[src/rtl/mtime_bus_initiator_pkg.sv]
// mtime_bus_initiator_pkg: shared encodings for the machine-timer bus initiator
package mtime_bus_initiator_pkg;
  localparam int TIMER_W = 48;
  localparam logic [1:0] OP_RD_MTIME    = 2'd0;
  localparam logic [1:0] OP_RD_MTIMECMP = 2'd1;
  localparam logic [1:0] OP_WR_MTIMECMP = 2'd2;
  localparam logic [31:0] OFF_MTIME_LO    = 32'h0;
  localparam logic [31:0] OFF_MTIME_HI    = 32'h4;
  localparam logic [31:0] OFF_MTIMECMP_LO = 32'h8;
  localparam logic [31:0] OFF_MTIMECMP_HI = 32'hC;
  typedef enum logic [2:0] {
    IDLE, RD_HI1, RD_LO, RD_HI2, WR_LO_MAX, WR_HI, WR_LO, RESP
  } state_e;
endpackage

[src/rtl/mtime_bus_initiator.sv]
// mtime_bus_initiator: tear-free 48-bit mtime/mtimecmp reads and glitch-free mtimecmp writes
module mtime_bus_initiator
  import mtime_bus_initiator_pkg::*;
#(
  parameter logic [31:0] TIMER_BASE_ADDR = 32'h40002000,
  parameter int          MAX_RETRIES     = 3
) (
  input  logic               clk,
  input  logic               rst,
  input  logic               cmd_valid,
  output logic               cmd_ready,
  input  logic [1:0]         cmd_op,
  input  logic [TIMER_W-1:0] cmd_wdata,
  output logic               rsp_valid,
  output logic [TIMER_W-1:0] rsp_rdata,
  output logic               rsp_error,
  output logic [31:0]        mem_addr,
  output logic [31:0]        mem_wdata,
  output logic               mem_we,
  output logic               mem_re,
  input  logic [31:0]        mem_rdata
);
  state_e             state_q, state_d;
  logic [1:0]         op_q, op_d;
  logic [TIMER_W-1:0] wdata_q, wdata_d;
  logic [15:0]        hi1_q, hi1_d;
  logic [31:0]        lo_q, lo_d;
  logic [2:0]         retry_q, retry_d;
  logic [TIMER_W-1:0] rdata_q, rdata_d;
  logic               err_q, err_d;
  logic [15:0]        hi_in;
  logic [31:0]        lo_off, hi_off;
  assign cmd_ready = (state_q == IDLE) && !rst;
  assign rsp_valid = state_q == RESP;
  assign rsp_rdata = rdata_q;
  assign rsp_error = err_q;
  assign hi_in     = mem_rdata[15:0];
  assign lo_off    = (op_q == OP_RD_MTIME) ? OFF_MTIME_LO : OFF_MTIMECMP_LO;
  assign hi_off    = (op_q == OP_RD_MTIME) ? OFF_MTIME_HI : OFF_MTIMECMP_HI;
  always_comb begin
    state_d = state_q;
    op_d    = op_q;
    wdata_d = wdata_q;
    hi1_d   = hi1_q;
    lo_d    = lo_q;
    retry_d = retry_q;
    rdata_d = rdata_q;
    err_d   = err_q;
    case (state_q)
      IDLE: if (cmd_valid) begin
        op_d    = cmd_op;
        wdata_d = cmd_wdata;
        retry_d = 3'd0;
        state_d = (cmd_op == OP_WR_MTIMECMP) ? WR_LO_MAX :
                  (cmd_op == OP_RD_MTIME || cmd_op == OP_RD_MTIMECMP) ? RD_HI1 : RESP;
        if (cmd_op == 2'd3) begin
          rdata_d = '0;
          err_d   = 1'b1;
        end
      end
      RD_HI1: begin
        hi1_d   = hi_in;
        state_d = RD_LO;
      end
      RD_LO: begin
        lo_d    = mem_rdata;
        state_d = RD_HI2;
      end
      RD_HI2: begin
        // A changed hi half means lo may have wrapped between reads; re-read lo against the newer hi.
        if (hi_in == hi1_q) begin
          rdata_d = {hi1_q, lo_q};
          err_d   = 1'b0;
          state_d = RESP;
        end else if (retry_q == 3'(MAX_RETRIES)) begin
          rdata_d = {hi_in, lo_q};
          err_d   = 1'b1;
          state_d = RESP;
        end else begin
          hi1_d   = hi_in;
          retry_d = (retry_q == 3'd7) ? 3'd7 : retry_q + 3'd1;
          state_d = RD_LO;
        end
      end
      WR_LO_MAX: state_d = WR_HI;
      WR_HI:     state_d = WR_LO;
      WR_LO: begin
        rdata_d = '0;
        err_d   = 1'b0;
        state_d = RESP;
      end
      default: state_d = IDLE;
    endcase
  end
  // Parking lo at all-ones first keeps mtimecmp above mtime while hi is being changed.
  always_comb begin
    mem_re    = state_q inside {RD_HI1, RD_LO, RD_HI2};
    mem_we    = state_q inside {WR_LO_MAX, WR_HI, WR_LO};
    mem_addr  = (state_q == RD_HI1 || state_q == RD_HI2) ? TIMER_BASE_ADDR + hi_off :
                (state_q == RD_LO)                       ? TIMER_BASE_ADDR + lo_off :
                (state_q == WR_HI)                       ? TIMER_BASE_ADDR + OFF_MTIMECMP_HI :
                (state_q == WR_LO_MAX || state_q == WR_LO) ? TIMER_BASE_ADDR + OFF_MTIMECMP_LO : 32'h0;
    mem_wdata = (state_q == WR_LO_MAX) ? 32'hFFFF_FFFF :
                (state_q == WR_HI)     ? {16'h0, wdata_q[47:32]} :
                (state_q == WR_LO)     ? wdata_q[31:0] : 32'h0;
  end
  always_ff @(posedge clk) begin
    if (rst) begin
      state_q <= IDLE;
      op_q    <= 2'd0;
      wdata_q <= '0;
      hi1_q   <= '0;
      lo_q    <= '0;
      retry_q <= 3'd0;
      rdata_q <= '0;
      err_q   <= 1'b0;
    end else begin
      state_q <= state_d;
      op_q    <= op_d;
      wdata_q <= wdata_d;
      hi1_q   <= hi1_d;
      lo_q    <= lo_d;
      retry_q <= retry_d;
      rdata_q <= rdata_d;
      err_q   <= err_d;
    end
  end
endmodule

[config.mk]
export PLATFORM = sky130hd
export DESIGN_NAME = mtime_bus_initiator
export DESIGN_NICKNAME = d
export VERILOG_FILES = /design/src/rtl/mtime_bus_initiator_pkg.sv /design/src/rtl/mtime_bus_initiator.sv
export SDC_FILE = /design/constraint.sdc
export NUM_CORES = 1
export LEC_CHECK = 0
export CAP_MARGIN = 20
export CORE_MARGIN = 2
export CORE_UTILIZATION = 63
export DETAILED_ROUTE_END_ITERATION = 16
export DONT_BUFFER_PORTS = 1
export MAX_ROUTING_LAYER = met4
export PLACE_DENSITY_LB_ADDON = 0.3
export SLEW_MARGIN = 40
export SYNTH_ARGS = -nofsm -noshare
export SYNTH_HDL_FRONTEND = slang
export SYNTH_SLANG_ARGS = --single-unit
[constraint.sdc]
create_clock -name clk -period 2.5 [get_ports clk]
set_input_delay 0.25 -clock clk [delete_from_list [all_inputs] [get_ports clk]]
set_output_delay 0.25 -clock clk [all_outputs]
set_load 0.01 [all_outputs]
After elaboration in Yosys (flattened, before gate mapping). Cells that the tools add are included.

Register bits: 153. Bits in latches: 0. Memory bits (writable): 0. Memory bits (read-only): 0. Input bits: 85. Output and inout bits: 117. Word-level logic and storage cells: 79. Memories: 0.

Add/subtract/negate cells: 3. $mul: 0. Div/mod/pow operators: 0. Magnitude comparators: 0. Equal/unequal tests: 18. Shift-type cells: 0. Muxes and demuxes: 33. Bitwise logic cells: 0. Reduce and logical (&&, ||, !) cells: 17.

Operator list (count): 2-to-1 mux 48 bit (4); 2-to-1 mux 32 bit (5); case mux 48 bit (3 select lines) (1); adder 31 x 4 -> 32 bit (first input constant) (2); 2-to-1 mux 31 bit (2); 2-to-1 mux 16 bit (2); case mux 16 bit (2 select lines) (1); 2-to-1 mux 3 bit (9); case mux 3 bit (7 select lines) (1); == test 16 bit (1); == test 3 bit (second input constant) (5); == test 3 x 2 -> 1 bit (second input constant) (3); nonzero test 3 bit (3); 2-to-1 mux 4 bit (2); AND reduction 4 bit (2); inequality test 2 bit (second input constant) (3); case mux 3 bit (2 select lines) (1); == test 2 bit (second input constant) (2); logical NOT 2 bit (2); 2-to-1 mux 1 bit (4); nonzero test 2 bit (2); adder 3 x 1 -> 3 bit (second input constant) (1); == test 3 x 1 -> 1 bit (second input constant) (1); logical NOT 3 bit (1); other kinds (9) (11).

Depth between registers and ports, before layout. Gate-level depths: netlist of the first run.

Depth in word-level cells: 6. Depth in mapped cells: 9. Depth with buffers taken out: 6.

Least setup slack after synthesis of the first run. No wires, ideal clock.

Path type: flip-flop to flip-flop. Start point: reg state_q[1]. End point: reg rdata_q[40], in the netlist rsp_rdata[40]. Setup time: 132 ps. Arrival: 1621 ps. Required time: 2368 ps. Setup slack: 747 ps. Stages on the path, launching flop included: 10. Path buffers: 4. Clock period less this slack: 1753 ps. Cells stage by stage: dfxtp_1 -> buf_4 -> nor3_1 -> and2_1 -> buf_6 -> a311oi_2 -> buf_4 -> buf_6 -> a22oi_1 -> a31oi_1.

Longest elaborated chain between the ends: 3. Elaborated cells between the ends (all ways): 9. Classes of those cells: eq/ne: 5; mux: 1; reduce/logical: 3.

RTL lines: from (decl) (line mtime_bus_initiator.sv:23) `state_e state_q, state_d;`; from (signal assigned) (line mtime_bus_initiator.sv:118) `state_q <= state_d;`; == test 3 x 2 -> 1 bit, or another cell as far along (line mtime_bus_initiator.sv:49) `case (state_q)`; inequality test 3 bit (no line), or another cell as far along; AND reduction 4 bit (no line); to (signal assigned) (line mtime_bus_initiator.sv:124) `rdata_q <= rdata_d;`; to (decl) (line mtime_bus_initiator.sv:29) `logic [TIMER_W-1:0] rdata_q, rdata_d;`.

Several ways; a longest one is shown, not always the timed one. A chain may end at the register's enable or synchronous reset.

Worst setup path in the final report of the first run.
Start point: reg state_q[1]. End point: reg lo_q[6].

Longest elaborated chain between the ends: 1.

RTL lines: == test 3 x 2 -> 1 bit (line mtime_bus_initiator.sv:49); to (signal assigned) (line mtime_bus_initiator.sv:122) `lo_q <= lo_d;`; to (decl) (line mtime_bus_initiator.sv:27) `logic [31:0] lo_q, lo_d;`.

Every way passes these cells.

==> reports/results.ini, run 1 <==
[sta]
fmax_mhz=433
hold_violations=0
holdWs_ps=8.17
fin_crit_sh_pct=92.3
fin_setup_tns_ps=0
layout_min_cycle_time_ps=2310
rsz0062_at_grt=false
worstMarginPinSlew_ps=716
max_slew_margin_pct=51.9
finalMaxSlewViolations=0
skew_ps=6.85
finalSetupViolCount=0
fin_ws_ps=192

[logic_synthesis]
synth_top_area_share_pct=43.0
post-synth-top-count-cell=nand2_1
synth_common_cells=nand2_1, dfxtp_1, nand3_1
synthesis.area_sq_mm=0.00712
ys_seq_elements=153
synthTopCellsByArea=dfxtp_1, nand2_1, nand3_1
synth_ff_type=dfxtp_1
yosys.area.top_type=dfxtp_1
ys_async_sr_fraction_pct=0
synth_edf_count=0
synthDistinctLibCells=39
synth-warning-count=0
yosysSeqAreaShare_pct=43.0
netlist_instances=898
syn_avg_cell_area_sq_um=7.93

[clocking]
path_clk_slew_ps=60
clock_sinks=153
cts_buffers=17
cts_max_path_buffers=2
root_buffer=clkbuf_16
cts_setup_buffers=0
insertion_delay_ps=420
cts_tree=yes
htree_levels=4

[critical_path]
cp.required_ps=2810
worstPathArrival_ps=2620
cp_max_fo=32
rr_worst_depth=5
cp-start-kind=flip-flop
path_class=reg2reg
r2r_start=state_q[1]
endpoint_kind=flip-flop
critPathLaunch=state_q[1]

[global_route]
track_usage_pct=35.0
grt_pass1_vias=6633
grt_max_degree=122
antenna_found_initial=0
overflow=0
grt_pass1_wl_um=32200

[routing]
drtIter0Drc=1084
wirelength_um=21100
via_count=6928
antenna_left=0
routed_via_density=6.34
wl_per_cell_um=19.3
post-route-drc-count=0
drt_pass1_iterations=6

[pwr]
fin_total_pwr_mw=6.88
p_per_area_mw_per_mm2=801
p_leak_nw=3.16
peakVddDrop_mv=0.676

[final_layout]
multiInputGateArea_sq_mm=0.00361
final_cells=1092
nFillCells=698
area_growth_pct=20.6
seq_area_sq_mm=0.00306
fin_nets=1025
drive_gt1_share_pct=6.20
insertedDiodeCount=0

[die]
start_util_pct=65.1
dieWidth_um=110
rows=38
die_y_um=110
core_sq_mm=0.0109
boundaryPins=202
die_area_sq_mm=0.0122

[outcome]
status=finished, final reports clean

[placed_design]
dpl.cell_count=971
portBuffers=0
dp_hpwl_um=11400
gp_congestion=0.811
dp_slack_ps=432

[worst_hold_path]
hold_path_depth=2
hp-start=mem_rdata[1]
hold_path_class=in2reg

[flow_run]
drv_cap=0

[cell families (layout without fill, tap and decap cells)]
logic type	Yosys count	count (layout)	synth area share, %
other	1	28	0.0527
DFF	153	153	43.0
AOI/OAI and AO/OA	245	245	22.1
and+or+nand+nor	352	352	22.2
adders and majority gates	1	1	0.176
muxes	16	16	2.25
xor gates and xnor gates	16	16	1.97
buffers and inverters	114	141	8.19
[final cells by class]
cell class / instances / area share (%)
Timing Repair Buffer: 106 / 12.5
Sequential cell: 153 / 35.7
Inverter: 3 / 0.131
Multi-Input combinational cell: 658 / 42.0
Clock buffer: 25 / 6.00
Clock inverter: 7 / 1.57
Tap cell: 140 / 2.04
[per-stage QoR]
step / util (%) / cell area (sq um)
after floorplan: - / 7220
after global placement: 64.2 / 7020
after detailed placement: 64.2 / 7020
after CTS: 78.5 / 8580
after global routing: 78.5 / 8590
final: 78.5 / 8590
[sequential cells by signal, summed over array words and instances, names as in the netlist]
name / count
state_q: 3
op_q: 2
wdata_q: 48
rsp_error: 1
lo_q: 32
rsp_rdata: 48
hi1_q: 16
retry_q: 3
[routing by layer]
metal	wire (um)	vias to the layer above	track usage (%)
li1	-	3144	-
met1	7730	3242	39.1
met2	10400	460	57.4
met3	2200	82	10.2
met4	775	0	17.1
met5	0	-	-
[path summary, 6_finish.rpt]
| check | endpoint | slack, ps |
|---|---|---|
| setup / recovery | lo_q[6] | 190 |
| setup reg to reg | lo_q[6] | 190 |
| hold / removal | rsp_rdata[33] | 8 |
| hold reg to reg | wdata_q[1] | 460 |
[layout by cell type (no fill, tap or decap), types with 17 or more instances in the layout]
master         synthesis  final
nand2_1              191    191
a22oi_1               48     48
a21oi_1               89     89
clkbuf_16              0     17
conb_1                 1     28
a21o_1                17     17
a31oi_1               49     49
nand3_1               99     99
nand2b_1              33     33
dfxtp_1              153    153
dlygate4sd3_1          0     88
[worst max-delay path: stages, from the launching register on]
cell,delay (ps)
dfxtp_1,490
inv_2,60
or3_2,780
nand2_1,200
a21oi_1,100
dlygate4sd3_1,560
[power breakdown]
part / switching (mW) / leakage (nW) / internal (mW) / total, mW
clock: 0.998 / 0.323 / 1.83 / 2.83
sequential: 0.146 / 1.24 / 2.63 / 2.78
combinational: 0.792 / 1.59 / 0.482 / 1.27
[repair_timing]
item / CTS / global route
hold buffers: 89 / 0
gates resized for setup: 0 / 1
endpoints found under the setup margin: 0 / 4
hold endpoints to repair: 149 / 0
Power figures use the tool's default switching activity.
==> run 2: changes to the inputs <==
--- a/config.mk
+++ b/config.mk
@@ -5,7 +5,6 @@
 export SDC_FILE = /design/constraint.sdc
 export NUM_CORES = 1
 export LEC_CHECK = 0
-export CAP_MARGIN = 20
 export CORE_MARGIN = 2
 export CORE_UTILIZATION = 63
 export DETAILED_ROUTE_END_ITERATION = 16
==> results of run 2 <==
No change in the layout: final DEF, timing and power equal those of run 1.
